## src/rtl/aes_decrypt_block_scheduler.sv

```systemverilog
// aes_decrypt_block_scheduler: top-level control FSM of the AES-128 decryption path.
// Loads the key into key expansion, walks the ciphertext ROM, hands each block
// to the inverse-cipher core over valid/ready, and writes the plaintext to RAM.
// Optional feature macro: AES_DEC_WATCHDOG_EN (adds TIMEOUT_CYCLES and timeout_o).
module aes_decrypt_block_scheduler #(
  parameter int unsigned ADDR_WIDTH = 4,
  parameter int unsigned TEXT_WIDTH = 128,
  parameter int unsigned KEY_WIDTH  = 128
`ifdef AES_DEC_WATCHDOG_EN
  ,
  parameter int unsigned TIMEOUT_CYCLES = 1024
`endif
) (
  input  logic                  clk,
  input  logic                  rst_n,
  input  logic                  start_i,
  input  logic [ADDR_WIDTH-1:0] last_addr_i,
  output logic [ADDR_WIDTH-1:0] pc_o,
  input  logic [TEXT_WIDTH-1:0] cyphertext_i,
  input  logic [KEY_WIDTH-1:0]  key_i,
  output logic [KEY_WIDTH-1:0]  key_o,
  output logic                  key_load_o,
  input  logic                  key_ready_i,
  output logic [TEXT_WIDTH-1:0] blk_data_o,
  output logic                  blk_valid_o,
  input  logic                  blk_ready_i,
  input  logic                  res_valid_i,
  input  logic [TEXT_WIDTH-1:0] res_data_i,
  output logic                  wr_en_o,
  output logic [ADDR_WIDTH-1:0] wr_addr_o,
  output logic [TEXT_WIDTH-1:0] wr_data_o,
  output logic                  busy_o,
  output logic                  done_o
`ifdef AES_DEC_WATCHDOG_EN
  ,
  output logic                  timeout_o
`endif
);

  typedef enum logic [2:0] {
    IDLE,
    KEY_LOAD,
    KEY_WAIT,
    FETCH,
    ISSUE,
    WAIT_RES,
    WRITE,
    DONE
  } state_t;

  state_t                state;
  logic [ADDR_WIDTH-1:0] last_addr_q;
  logic                  wd_hit_c;

  // Busy is a pure decode of the state register
  assign busy_o = (state != IDLE);

`ifdef AES_DEC_WATCHDOG_EN
  localparam int unsigned WD_W = (TIMEOUT_CYCLES > 1) ? $clog2(TIMEOUT_CYCLES) : 1;
  localparam logic [WD_W-1:0] WD_LIMIT = WD_W'(TIMEOUT_CYCLES - 1);

  logic [WD_W-1:0] wd_cnt;
  logic            wd_state_c;
  logic            wd_leave_c;

  // Which states are watched, and which input event lets each one advance
  always_comb begin
    wd_state_c = 1'b0;
    wd_leave_c = 1'b0;
    case (state)
      KEY_WAIT: begin
        wd_state_c = 1'b1;
        wd_leave_c = key_ready_i;
      end
      ISSUE: begin
        wd_state_c = 1'b1;
        wd_leave_c = blk_ready_i;
      end
      WAIT_RES: begin
        wd_state_c = 1'b1;
        wd_leave_c = res_valid_i;
      end
      default: ;
    endcase
  end

  assign wd_hit_c = wd_state_c && (wd_cnt == WD_LIMIT);

  // Dwell counter; restarts from zero whenever the FSM changes state
  always_ff @(posedge clk or negedge rst_n) begin
    if (!rst_n) begin
      wd_cnt <= '0;
    end else if (!wd_state_c || wd_leave_c || wd_hit_c) begin
      wd_cnt <= '0;
    end else begin
      wd_cnt <= wd_cnt + WD_W'(1);
    end
  end

  // Sticky timeout flag, cleared by the next accepted start
  always_ff @(posedge clk or negedge rst_n) begin
    if (!rst_n) begin
      timeout_o <= 1'b0;
    end else if ((state == IDLE) && start_i) begin
      timeout_o <= 1'b0;
    end else if (wd_hit_c) begin
      timeout_o <= 1'b1;
    end
  end
`else
  assign wd_hit_c = 1'b0;
`endif

  // Sequencing FSM with registered outputs; strobes default low every cycle
  always_ff @(posedge clk or negedge rst_n) begin
    if (!rst_n) begin
      state       <= IDLE;
      pc_o        <= '0;
      last_addr_q <= '0;
      key_o       <= '0;
      key_load_o  <= 1'b0;
      blk_data_o  <= '0;
      blk_valid_o <= 1'b0;
      wr_en_o     <= 1'b0;
      wr_addr_o   <= '0;
      wr_data_o   <= '0;
      done_o      <= 1'b0;
    end else begin
      key_load_o <= 1'b0;
      wr_en_o    <= 1'b0;
      done_o     <= 1'b0;
      case (state)
        IDLE: begin
          if (start_i) begin
            pc_o        <= '0;
            last_addr_q <= last_addr_i;
            key_o       <= key_i;
            key_load_o  <= 1'b1;
            state       <= KEY_LOAD;
          end
        end
        KEY_LOAD: begin
          state <= KEY_WAIT;
        end
        KEY_WAIT: begin
          if (wd_hit_c) begin
            done_o <= 1'b1;
            state  <= DONE;
          end else if (key_ready_i) begin
            state <= FETCH;
          end
        end
        FETCH: begin
          // ROM output is stable here because pc_o has not moved since WRITE
          blk_data_o  <= cyphertext_i;
          blk_valid_o <= 1'b1;
          state       <= ISSUE;
        end
        ISSUE: begin
          if (wd_hit_c) begin
            blk_valid_o <= 1'b0;
            done_o      <= 1'b1;
            state       <= DONE;
          end else if (blk_ready_i) begin
            blk_valid_o <= 1'b0;
            state       <= WAIT_RES;
          end
        end
        WAIT_RES: begin
          if (wd_hit_c) begin
            done_o <= 1'b1;
            state  <= DONE;
          end else if (res_valid_i) begin
            wr_data_o <= res_data_i;
            wr_addr_o <= pc_o;
            wr_en_o   <= 1'b1;
            state     <= WRITE;
          end
        end
        WRITE: begin
          // Stop on the last address so pc_o never wraps
          if (pc_o == last_addr_q) begin
            done_o <= 1'b1;
            state  <= DONE;
          end else begin
            pc_o  <= pc_o + ADDR_WIDTH'(1);
            state <= FETCH;
          end
        end
        DONE: begin
          state <= IDLE;
        end
        default: begin
          state <= IDLE;
        end
      endcase
    end
  end

endmodule

```

## config.mk

```make
export PLATFORM = sky130hd
export DESIGN_NAME = aes_decrypt_block_scheduler
export DESIGN_NICKNAME = d
export VERILOG_FILES = /design/src/rtl/aes_decrypt_block_scheduler.sv
export SDC_FILE = /design/constraint.sdc
export NUM_CORES = 1
export LEC_CHECK = 0
export CORE_AREA = 5 5 305 307
export CTS_BUF_LIST = sky130_fd_sc_hd__clkbuf_8
export DETAILED_ROUTE_END_ITERATION = 10
export DIE_AREA = 0 0 310 312
export DONT_BUFFER_PORTS = 1
export PLACE_DENSITY = 0.3
export SETUP_SLACK_MARGIN = 0.15
export SYNTH_ARGS = -nofsm -noshare
export SYNTH_HDL_FRONTEND = slang
export SYNTH_SLANG_ARGS = --single-unit
```

## constraint.sdc

```tcl
create_clock -name clk -period 1.6 [get_ports clk]
set_clock_uncertainty 0.2 [all_clocks]
set_input_delay 0.24 -clock clk [delete_from_list [all_inputs] [get_ports clk]]
set_output_delay 0.24 -clock clk [all_outputs]
set_load 0.02 [all_outputs]
```

==> results.ini, run 1 <==
[clock_tree]
buffers_from_clock_root_to_sink_at_most=3
clock_sink_count=403
cts-resized-gates=224
cts.root.buffer_cell=sky130_fd_sc_hd__clkbuf_8
numCtsBuffers=78
postCtsSetupRepairBufs=44
h-tree-depth=3
post_cts_hold_fix_bufs=564

[die]
design.portCount=791
std_cell_rows=110
initial_utilization=0.170
die-height_um=312
dieWidth_um=310

[yosys]
yosys.cell_types.count=26
synth_top_area_cell=sky130_fd_sc_hd__dfrtp_1
synth_top_area_share=0.662
synth_area_leaders=sky130_fd_sc_hd__dfrtp_1 (66%), sky130_fd_sc_hd__nand2_1 (20%), sky130_fd_sc_hd__mux2_1 (8.1%)
postSynthRegisterBits=403
ys_seq_area_frac=0.662
synth-edff-count=0
ys_warn_count=0
netlist_instances=1439
synthesis.area_um2=15200
synth.net_count=1834
async_set_or_reset_flop_fraction_in_the_synthesized_netlist=1.00
post_synthesis_mean_instance_area_um2=10.6
most_common_flop_cell_mapped_by_yosys=sky130_fd_sc_hd__dfrtp_1

[run_status]
firstError=[ERROR RSZ-0060] Max buffer count reached.
failed_stage=clock tree synthesis
run_status=did not finish

[placement]
finalWeightedCongestion=0.748
preCtsSetupSlack_ns=-0.152
place_hpwl_um=42300
placed_instances=2610
buffer_ports.inserted=0

[Yosys cell counts, drive strengths merged, types with 2 or more instances]
library cell,number
mux2i,4
inv,6
nand2,800
nand4,2
nand3,3
buf,58
mux2,128
o21ai,4
nor2,5
xnor2,4
clkbuf,14
dfrtp,403
[cell families after synthesis]
family	count (synthesis)	share of synthesized area
xor+xnor	4	0.00230
fa+ha+maj	1	0.000821
flops	403	0.662
simple gates	812	0.202
mux	132	0.0973
compound gates	9	0.00435
buf+inv	78	0.0311
[through the flow]
stage,TNS (ns),cell area (um^2)
after global placement,-35.70,17100
after detailed placement,-34.39,17100
after floorplan,0,15500
==> inputs of run 2 (changes only) <==
Settings changed: CORE_AREA 5 5 305 307 to 5 5 302 304, CTS_BUF_LIST sky130_fd_sc_hd__clkbuf_8 to default, DIE_AREA 0 0 310 312 to 0 0 307 309, PLACE_DENSITY 0.3 to default, PLACE_DENSITY_LB_ADDON from default to 0.15, SETUP_SLACK_MARGIN 0.15 to default.
Clock period 1.6 ns to 2.08 ns, I/O delays scaled along.
==> results.ini, run 2 <==
[finish]
finalCoreUtilization=0.251
layout.area.seq_um2=10100
design.final.nets=2233
syn_to_final_growth_pct=45.0
final_layout_size_suffix_gt1_frac=0.0705
layout_commonest_cell=sky130_fd_sc_hd__nand2_1
multi_input_comb_area_um2=4710
final_cell_mix=sky130_fd_sc_hd__nand2_1 (798), sky130_fd_sc_hd__dfrtp_1 (402), sky130_fd_sc_hd__dlygate4sd3_1 (393), sky130_fd_sc_hd__mux2_1 (109), sky130_fd_sc_hd__clkbuf_16 (49)
fillerInstances=9324
registers_with_the_highest_flip_flop_counts=blk_data_o (128), key_o (128), wr_data_o (128)

[yosys]
synth_top_area_share=0.662  ; unchanged
synth_area_leaders=sky130_fd_sc_hd__dfrtp_1 (66%), sky130_fd_sc_hd__nand2_1 (20%), sky130_fd_sc_hd__mux2_1 (8.1%)
async_set_or_reset_flop_fraction_in_the_synthesized_netlist=1.00  ; unchanged
synthesis.area_um2=15200  ; unchanged
post_synthesis_adder_cell_area_fraction=0.000822  ; unchanged
multiplexer_share_of_the_synthesized_area=0.0973  ; unchanged
ys_seq_area_frac=0.662  ; unchanged
compound_gate_portion_of_the_synthesized_area=0.00435  ; unchanged
synth_top_area_cell=sky130_fd_sc_hd__dfrtp_1
leading_cell_type_by_number_of_instances_after_synthesis=sky130_fd_sc_hd__nand2_1
most_common_flop_cell_mapped_by_yosys=sky130_fd_sc_hd__dfrtp_1
synth.net_count=1834  ; unchanged
postSynthRegisterBits=403  ; unchanged
synth-edff-count=0  ; unchanged
yosys.cell_types.count=26  ; unchanged
synth_xor_xnor_area_share=0.00230  ; unchanged
post_synthesis_mean_instance_area_um2=10.6  ; unchanged
netlist_instances=1439  ; unchanged
ys_warn_count=0  ; unchanged
cell_types_with_the_highest_counts_after_synthesis=sky130_fd_sc_hd__nand2_1 (800), sky130_fd_sc_hd__dfrtp_1 (403), sky130_fd_sc_hd__mux2_1 (109)
synth_top_family_by_area=simple AND/OR/NAND/NOR gates
synthSimpleGateAreaFrac=0.202  ; unchanged

[grt]
antenna_found_initial=3
pin_count_of_the_biggest_net_entering_global_routing=404
grt_first_pass_wirelength_um=81900
grt_pass1_vias=12568
grt_remaining_overflow=0
global_route.usage.total=0.111

[power_and_ir_drop]
vdd_ir_drop_max_uv=767
total_power_w=0.0346
leakage_nw=10.4
power-per-cell-area_nw_per_um2=1570

[clock_tree]
buffers_from_clock_root_to_sink_at_most=3  ; unchanged
postCtsSetupRepairBufs=0  ; -100%
clk_transition_reported_paths_ns=0.06
clock_sink_count=403  ; unchanged
cts.root.buffer_cell=sky130_fd_sc_hd__clkbuf_16
numCtsBuffers=48  ; -38%
post_cts_hold_fix_bufs=393  ; -30%
clk-insertion-delay-late_ns=0.57
h-tree-depth=2  ; -1
tritoncts=done

[detailed_routing]
drt_pass1_iterations=4
route.met2.wl_um=29300
first_iter_violations=535
wire_per_inst_um=18.5
drc_errors=0
detail_route_met3_wl_um=6010
top_layer_used=met5
ant_nets=0
wl_met1_um=19200
num_vias=11341
wirelength_um=56100
vias_per_cell=3.73

[placement]
finalWeightedCongestion=0.789  ; +5.5%
buffer_ports.inserted=0  ; unchanged
preCtsSetupSlack_ns=0.180  ; +0.332 ns
place_hpwl_um=40400  ; -4.3%

[sta]
maximum_achievable_frequency_mhz=509
report.final.hold_viol_count=403
tightest_slew_ns=1.04
hold-worst-slack_ns=-0.756
timing.final.setup_violations=0
slew_headroom=0.306
tns_ns=0
slew_violations=0
final_cycle_share=0.945
setup_slack_ns=0.114
final.min_clock_period_ns=1.97
rsz_0062_raised_after_global_routing=false

[setup_path]
timing.critical_path.arrival_ns=1.45
timing.critical_path.slowest_cell_delay_ns=0.50
worst_r2r_path_depth=5
worst_setup_path_startpoint=state[0]$_DFFE_PN0P_
r2r-start=state[1]$_DFFE_PN0P_
criticalPathCategory=flop to primary output
regToRegEndpoint=blk_data_o[70]$_DFFE_PN0P_
cp_cell_sequence=nor2_4, nand2_2
reg2reg_slack_ns=0.18
cp_max_fo=8
critPathRequiredTime_ns=1.57
critical-path-slowest-cell=sky130_fd_sc_hd__dfrtp_1
worstSetupStartpointType=flop
worstSetupEndpointType=primary output

[die]
die_area_um2=94900
die-height_um=309  ; -0.96%
design.portCount=791  ; unchanged
placeableCoreArea_um2=88000
initial_utilization=0.173  ; +0.00342
std_cell_rows=109  ; -0.91%
dieWidth_um=307  ; -0.97%

[run]
max_cap_violations=0

[min_path]
holdCritPathClass=primary input to asynchronous set/reset pin

[run_status]
run_status=complete, but fails checks
failed_checks=hold timing

-- run 2: worst max-delay path: cells and delay by family, from the launching register on --
| family | cells | cell delay [ns] |
|---|---|---|
| and+or+nand+nor | 2 | 0.37 |
| DFF | 1 | 0.50 |
-- run 2: per-stage QoR --
stage / hold WS (ns) / instances / instance area [um^2]
after floorplan: -0.184 / 1439 / 15200
after global placement: -0.170 / 2560 / 16600
after detailed placement: -0.170 / 2560 / 16600
after CTS: -0.797 / 3037 / 22100
after global routing: -0.814 / 3038 / 22100
final: -0.756 / 3038 / 22100
-- run 2: metal layers --
layer	vias to the layer above	track usage
li1	5273	-
met1	5463	0.114
met2	510	0.205
met3	91	0.0466
met4	4	0.0337
met5	-	0
-- run 2: worst max path at each step --
stage / to / cells past startpoint
after floorplan: blk_data_o[118]$_DFFE_PN0P_ / 6
after global placement: blk_data_o[78]$_DFFE_PN0P_ / 5
after detailed placement: blk_data_o[42]$_DFFE_PN0P_ / 5
after CTS: busy_o / 2
after global routing: busy_o / 2
final: busy_o / 2
-- run 2: what timing repair did --
item,4_1_cts,5_1_grt
hold endpoints to repair,795,403
gates resized for setup,3,1
endpoints found under the setup margin,1,1
cloned,0,0
-- run 2: final cells by class --
type,instances,share of cell area
diodes,1,0.000113
clock buffers,68,0.0624
clock inverters,16,0.00612
inverters,6,0.00125
multi-input cells,958,0.213
flip-flops and latches,403,0.457
well taps,1165,0.0660
repair buffers,421,0.194
-- run 2: cell families (layout without fill, tap and decap cells) --
kind of cell    after synthesis  after routing
simple gates                812            812
mux                         132            132
flops                       403            403
xor+xnor                      4              4
other cells                   0              1
compound gates                9              9
buf+inv                      78            511
fa+ha+maj                     1              1
-- run 2: power by group --
| group | internal, W | switching, W |
|---|---|---|
| sequential | 0.0117 | 0.00832 |
| clock | 0.00482 | 0.00338 |
| combinational | 0.00305 | 0.00333 |
| total | 0.0195 | 0.0150 |
Power figures use the tool's default switching activity.
==> inputs of run 3 (changes only) <==
Clock period 2.08 ns to 2.1 ns, I/O delays scaled along.
==> results.ini, run 3 (same netlist as run 2, synthesis figures left out) <==
[run_status]
run_status=complete, but fails checks
failed_checks=hold timing

[clock_tree]
clock_sink_count=403  ; unchanged
h-tree-depth=2  ; unchanged
cts.root.buffer_cell=sky130_fd_sc_hd__clkbuf_16
tritoncts=done
post_cts_hold_fix_bufs=394  ; +0.25%
numCtsBuffers=49  ; +2.1%
buffers_from_clock_root_to_sink_at_most=3  ; unchanged
clk-insertion-delay-late_ns=0.58  ; about the same
clk_transition_reported_paths_ns=0.05  ; about the same

[detailed_routing]
ant_nets=0  ; unchanged
wire_per_inst_um=18.3  ; -0.75%
vias_per_cell=3.73  ; about the same
drt_pass1_iterations=6  ; +2
num_vias=11330  ; -0.097%
wirelength_um=55700  ; -0.75%
drc_errors=0  ; unchanged
first_iter_violations=485  ; -9.3%

[placement]
buffer_ports.inserted=0  ; unchanged
finalWeightedCongestion=0.784  ; -0.60%
placed_instances=2555  ; -0.20%
detailed_place.area_um2=16600  ; -0.30%
place_hpwl_um=40100  ; -0.82%

[setup_path]
cp_cell_sequence=buf_4, clkinvlp_4, nand2_4
criticalPathCategory=flop to primary output
worstSetupEndpointType=primary output
worstSetupStartpointType=flop
critPathRequiredTime_ns=1.58  ; about the same
reg2reg_slack_ns=0.14  ; -0.04 ns
worst_r2r_path_depth=5  ; unchanged
regToRegEndpoint=state[0]$_DFFE_PN0P_
r2r-start=state[2]$_DFFE_PN0P_
cp_max_fo=5  ; -3
timing.critical_path.slowest_cell_delay_ns=0.42  ; -0.08 ns
timing.critical_path.arrival_ns=1.46  ; about the same
critical-path-slowest-cell=sky130_fd_sc_hd__dfrtp_2

[die]
die-height_um=309  ; unchanged
die_area_um2=94900  ; unchanged
design.portCount=791  ; unchanged
dieWidth_um=307  ; unchanged
placeableCoreArea_um2=88000  ; unchanged
initial_utilization=0.173  ; unchanged
std_cell_rows=109  ; unchanged

[finish]
syn_to_final_growth_pct=45.4
finalNonFillerCells=3038  ; unchanged
design.final.nets=2230  ; -0.13%
finalCoreUtilization=0.252  ; +0.000711
final_layout_size_suffix_gt1_frac=0.0706  ; +0.0000754
finalInstanceArea_um2=22100  ; +0.28%
final_cell_mix=sky130_fd_sc_hd__nand2_1 (798), sky130_fd_sc_hd__dfrtp_1 (402), sky130_fd_sc_hd__dlygate4sd3_1 (394), sky130_fd_sc_hd__mux2_1 (109), sky130_fd_sc_hd__clkbuf_16 (49)
multi_input_comb_area_um2=4710  ; unchanged
registers_with_the_highest_flip_flop_counts=blk_data_o (128), key_o (128), wr_data_o (128)
layout_commonest_cell=sky130_fd_sc_hd__nand2_1
layout.area.seq_um2=10100  ; unchanged
fillerInstances=9348  ; +0.26%

[sta]
rsz_0062_raised_after_global_routing=false
slew_headroom=0.404  ; +0.0974
report.final.hold_viol_count=403  ; unchanged
final.min_clock_period_ns=1.98
maximum_achievable_frequency_mhz=505
hold-worst-slack_ns=-0.753  ; +0.00271 ns
slew_violations=0  ; unchanged
tns_ns=0  ; unchanged
timing.final.setup_violations=0  ; unchanged
tightest_slew_ns=0.895  ; -0.146 ns
final_cycle_share=0.942

[grt]
global_route.usage.total=0.111  ; -0.000385
grt_remaining_overflow=0  ; unchanged
antenna_found_initial=6  ; +3
grt_pass1_vias=12566  ; -0.016%
grt_first_pass_wirelength_um=81300  ; -0.68%
pin_count_of_the_biggest_net_entering_global_routing=404  ; unchanged

[power_and_ir_drop]
vdd_ir_drop_max_uv=671  ; -13%
power-per-cell-area_nw_per_um2=1560  ; -0.27%
leakage_nw=10.4  ; +0.18%

[min_path]
holdCritPathClass=primary input to asynchronous set/reset pin

[run]
max_cap_violations=0  ; unchanged

run 3: worst max path at each step:
stage,depth (start not counted),startpoint,endpoint
CTS,2,state[0]$_DFFE_PN0P_,busy_o
global placement,6,state[0]$_DFFE_PN0P_,wr_data_o[108]$_DFFE_PN0P_
detailed placement,7,state[2]$_DFFE_PN0P_,key_o[34]$_DFFE_PN0P_
global route,2,state[0]$_DFFE_PN0P_,busy_o
finish,3,state[2]$_DFFE_PN0P_,busy_o
floorplan,6,state[2]$_DFFE_PN0P_,blk_data_o[118]$_DFFE_PN0P_
run 3: final cells by class:
type                       instances  area share
inverter                           6     0.00141
clock inverter                    18     0.00944
timing repair buffer             417       0.192
tap                             1165      0.0658
clock buffer                      68      0.0631
sequential                       403       0.456
multi-input combinational        958       0.213
antenna                            3    0.000339
run 3: per-layer routing:
layer	track usage	vias up	wire [um]
met3	0.0442	96	5620
met4	0.0361	6	1690
li1	-	5273	-
met1	0.113	5434	19000
met2	0.207	521	29300
met5	0	-	38
run 3: worst max-delay path, delay by kind of cell, from the launching register on:
family,cells,cell delay (ns)
simple gates,1,0.14
buf+inv,2,0.32
flops,1,0.42
run 3: power by group:
group,switching (W),leakage (nW),internal [W]
Sequential,0.00825,4.94,0.0116
Combinational,0.00329,4.69,0.00299
Clock,0.00337,0.788,0.00512
run 3: per-stage QoR:
stage	total power [W]	hold WS, ns	worst slack (ns)
final	0.0346	-0.753	0.121
after global routing	0.0368	-0.818	0.00620
after global placement	0.0258	-0.167	0.277
after detailed placement	0.0259	-0.167	0.210
after floorplan	0.0229	-0.181	0.485
after CTS	0.0354	-0.822	0.0285
run 3: timing repair:
action	CTS	global route
endpoints found under the hold margin	795	403
resized for setup	5	0
buffers inserted	0	0
setup endpoints to repair	1	0
==> inputs of run 4 (changes only) <==
Settings changed: ABC_AREA from default to 1.
==> results.ini, run 4 <==
[setup_path]
criticalPathCategory=flop to primary output
timing.critical_path.slowest_cell_delay_ns=0.46  ; +0.04 ns
worstSetupStartpointType=flop
critical-path-slowest-cell=sky130_fd_sc_hd__dfrtp_1
r2r-start=state[2]$_DFFE_PN0P_
worstSetupEndpointType=primary output
reg2reg_slack_ns=0.14  ; about the same
path_delay_family=flip-flops
timing.critical_path.arrival_ns=1.46  ; about the same
critPathRequiredTime_ns=1.58  ; about the same
regToRegEndpoint=state[1]$_DFFE_PN0P_
worst_r2r_path_depth=8  ; +3
cp_max_fo=6  ; +1
worst-path-buf-inv=0  ; -2
cp_cell_sequence=nor2_2, nand2_2

[yosys]
cell_types_with_the_highest_counts_after_synthesis=sky130_fd_sc_hd__nand2_1 (1193), sky130_fd_sc_hd__dfrtp_1 (403), sky130_fd_sc_hd__buf_2 (52)
synth.net_count=2134  ; +16%
synth_area_leaders=sky130_fd_sc_hd__dfrtp_1 (66%), sky130_fd_sc_hd__nand2_1 (29%), sky130_fd_sc_hd__buf_2 (1.7%)
most_common_flop_cell_mapped_by_yosys=sky130_fd_sc_hd__dfrtp_1
leading_cell_type_by_number_of_instances_after_synthesis=sky130_fd_sc_hd__nand2_1
yosys.cell_types.count=23  ; -12%
synth_top_area_share=0.660  ; -0.00190
multiplexer_share_of_the_synthesized_area=0  ; -0.0973
postSynthRegisterBits=403  ; unchanged
synth_top_family_by_area=simple AND/OR/NAND/NOR gates
ys_warn_count=0  ; unchanged
post_synthesis_adder_cell_area_fraction=0.000819  ; -0.00000236
synth_top_area_cell=sky130_fd_sc_hd__dfrtp_1
compound_gate_portion_of_the_synthesized_area=0.00295  ; -0.00141
async_set_or_reset_flop_fraction_in_the_synthesized_netlist=1.00  ; unchanged
synthesis.area_um2=15300  ; +0.29%
post_synthesis_mean_instance_area_um2=8.78  ; -17%
synth_xor_xnor_area_share=0.00115  ; -0.00115
ys_seq_area_frac=0.660  ; -0.00190
synthSimpleGateAreaFrac=0.302  ; +0.100
netlist_instances=1739  ; +21%
synth-edff-count=0  ; unchanged

[grt]
grt_remaining_overflow=0  ; unchanged
grt_first_pass_wirelength_um=86700  ; +6.6%
global_route.usage.total=0.117  ; +0.00624
antenna_found_initial=3  ; -3
grt_pass1_vias=13747  ; +9.4%
pin_count_of_the_biggest_net_entering_global_routing=404  ; unchanged

[power_and_ir_drop]
sw_frac_of_total=0.447  ; +0.0152
internal_power_w=0.0188  ; -4.1%
power-per-cell-area_nw_per_um2=1530  ; -1.9%
power_share_of_the_sequential_group=0.564  ; -0.009
vdd_ir_drop_max_uv=797  ; +19%
leakage_nw=11.1  ; +6.6%
combPwrFrac=0.198  ; +0.016
power.net_switching_w=0.0152  ; +2.0%
clkPwrFrac=0.238  ; -0.008

[clock_tree]
clk-insertion-delay-late_ns=0.58  ; about the same
tritoncts=done
h-tree-depth=2  ; unchanged
postCtsSetupRepairBufs=0  ; unchanged
post_cts_hold_fix_bufs=394  ; unchanged
buffers_from_clock_root_to_sink_at_most=3  ; unchanged
numCtsBuffers=48  ; -2.0%
cts.root.buffer_cell=sky130_fd_sc_hd__clkbuf_16
clock_sink_count=403  ; unchanged
clk_transition_reported_paths_ns=0.06  ; about the same

[finish]
registers_with_the_highest_flip_flop_counts=blk_data_o (128), key_o (128), wr_data_o (128)
layout_commonest_cell=sky130_fd_sc_hd__nand2_1
design.final.nets=2520  ; +13%
final_cell_mix=sky130_fd_sc_hd__nand2_1 (1192), sky130_fd_sc_hd__dfrtp_1 (403), sky130_fd_sc_hd__dlygate4sd3_1 (394), sky130_fd_sc_hd__clkbuf_16 (48), sky130_fd_sc_hd__buf_12 (18)
multi_input_comb_area_um2=4710  ; +0.11%
fillerInstances=9442  ; +1.0%
final_layout_size_suffix_gt1_frac=0.0524  ; -0.0182
layout.area.seq_um2=10100  ; about the same
syn_to_final_growth_pct=45.6

[die]
design.portCount=791  ; unchanged
initial_utilization=0.174  ; +0.000498
die-height_um=309  ; unchanged
placeableCoreArea_um2=88000  ; unchanged
die_area_um2=94900  ; unchanged
std_cell_rows=109  ; unchanged
dieWidth_um=307  ; unchanged

[detailed_routing]
vias_per_cell=3.82  ; +2.5%
wirelength_um=59000  ; +5.8%
drt_pass1_iterations=7  ; +1
wire_per_inst_um=17.7  ; -3.3%
ant_nets=0  ; unchanged
first_iter_violations=621  ; +28%
drc_errors=0  ; unchanged
num_vias=12711  ; +12%

[sta]
rsz_0062_raised_after_global_routing=false
report.final.hold_viol_count=403  ; unchanged
tns_ns=0  ; unchanged
tightest_slew_ns=0.889  ; -0.00607 ns
maximum_achievable_frequency_mhz=505  ; about the same
slew_headroom=0.408  ; +0.00405
slew_violations=0  ; unchanged
final.min_clock_period_ns=1.98  ; +0.000992 ns
hold-worst-slack_ns=-0.755  ; -0.00258 ns
setup_slack_ns=0.120  ; -0.000992 ns
timing.final.setup_violations=0  ; unchanged
final_cycle_share=0.943  ; about the same

[min_path]
holdCritPathClass=primary input to asynchronous set/reset pin

[placement]
finalWeightedCongestion=0.791  ; +0.88%
preCtsSetupSlack_ns=0.261  ; +0.0511 ns
buffer_ports.inserted=0  ; unchanged
place_hpwl_um=42200  ; +5.2%

[run_status]
run_status=complete, but fails checks
failed_checks=hold timing

[run]
max_cap_violations=0  ; unchanged

## run 4: logic make-up (layout without fill, tap and decap cells)
kind of cell / after synthesis / in the layout
buffers and inverters: 105 / 524
other: 0 / 3
XOR/XNOR: 2 / 2
AND/OR/NAND/NOR: 1219 / 1219
AO/OA/AOI/OAI: 9 / 9
flip-flops: 403 / 403
adder cells (fa/ha/maj): 1 / 1
## run 4: worst max-delay path by stage
stage	startpoint	slack [ns]	to	cells after the start
6_report	state[1]$_DFFE_PN0P_	0.12	busy_o	2
3_5_place_dp	state[1]$_DFFE_PN0P_	0.26	wr_data_o[32]$_DFFE_PN0P_	7
3_3_place_gp	state[0]$_DFFE_PN0P_	0.28	wr_data_o[32]$_DFFE_PN0P_	8
4_1_cts	state[1]$_DFFE_PN0P_	0.04	busy_o	2
5_1_grt	state[1]$_DFFE_PN0P_	0.007	busy_o	2
2_1_floorplan	state[1]$_DFFE_PN0P_	0.52	wr_data_o[100]$_DFFE_PN0P_	8
## run 4: cell type report
type / count / area share
diodes: 3 / 0.000338
clock buffers: 69 / 0.0630
clock inverters: 14 / 0.00540
inverters: 20 / 0.00371
multi-input cells: 1231 / 0.212
flip-flops and latches: 403 / 0.453
well taps: 1165 / 0.0655
repair buffers: 421 / 0.197
## run 4: routing by layer
layer | global-route usage | part of all wire
met1 | 0.126 | 0.36
met2 | 0.208 | 0.50
met3 | 0.0453 | 0.11
met4 | 0.0436 | 0.037
met5 | 0 | 0
## run 4: timing repair
action                                 CTS  global route
endpoints found under the hold margin  796           403
resized for setup                        1             1
setup endpoints to repair                1             1
## run 4: power groups by stage
stage                     clock (W)  sequential [W]  combinational (W)
after global routing        0.00881          0.0197            0.00794
after CTS                   0.00853          0.0194            0.00691
after global placement            0          0.0196            0.00601
final                       0.00810          0.0192            0.00674
after detailed placement          0          0.0195            0.00628
after floorplan                   0          0.0177            0.00462
## run 4: per-stage QoR
stage                     cells   util  total power, W  area, um^2  hold WS (ns)
after floorplan            1739      -          0.0223       15300        -0.181
after global placement     2846  0.191          0.0256       16800        -0.166
after detailed placement   2846  0.191          0.0257       16800        -0.169
after CTS                  3323  0.253          0.0349       22200        -0.823
after global routing       3325  0.253          0.0364       22200        -0.814
final                      3326  0.253          0.0341       22200        -0.755
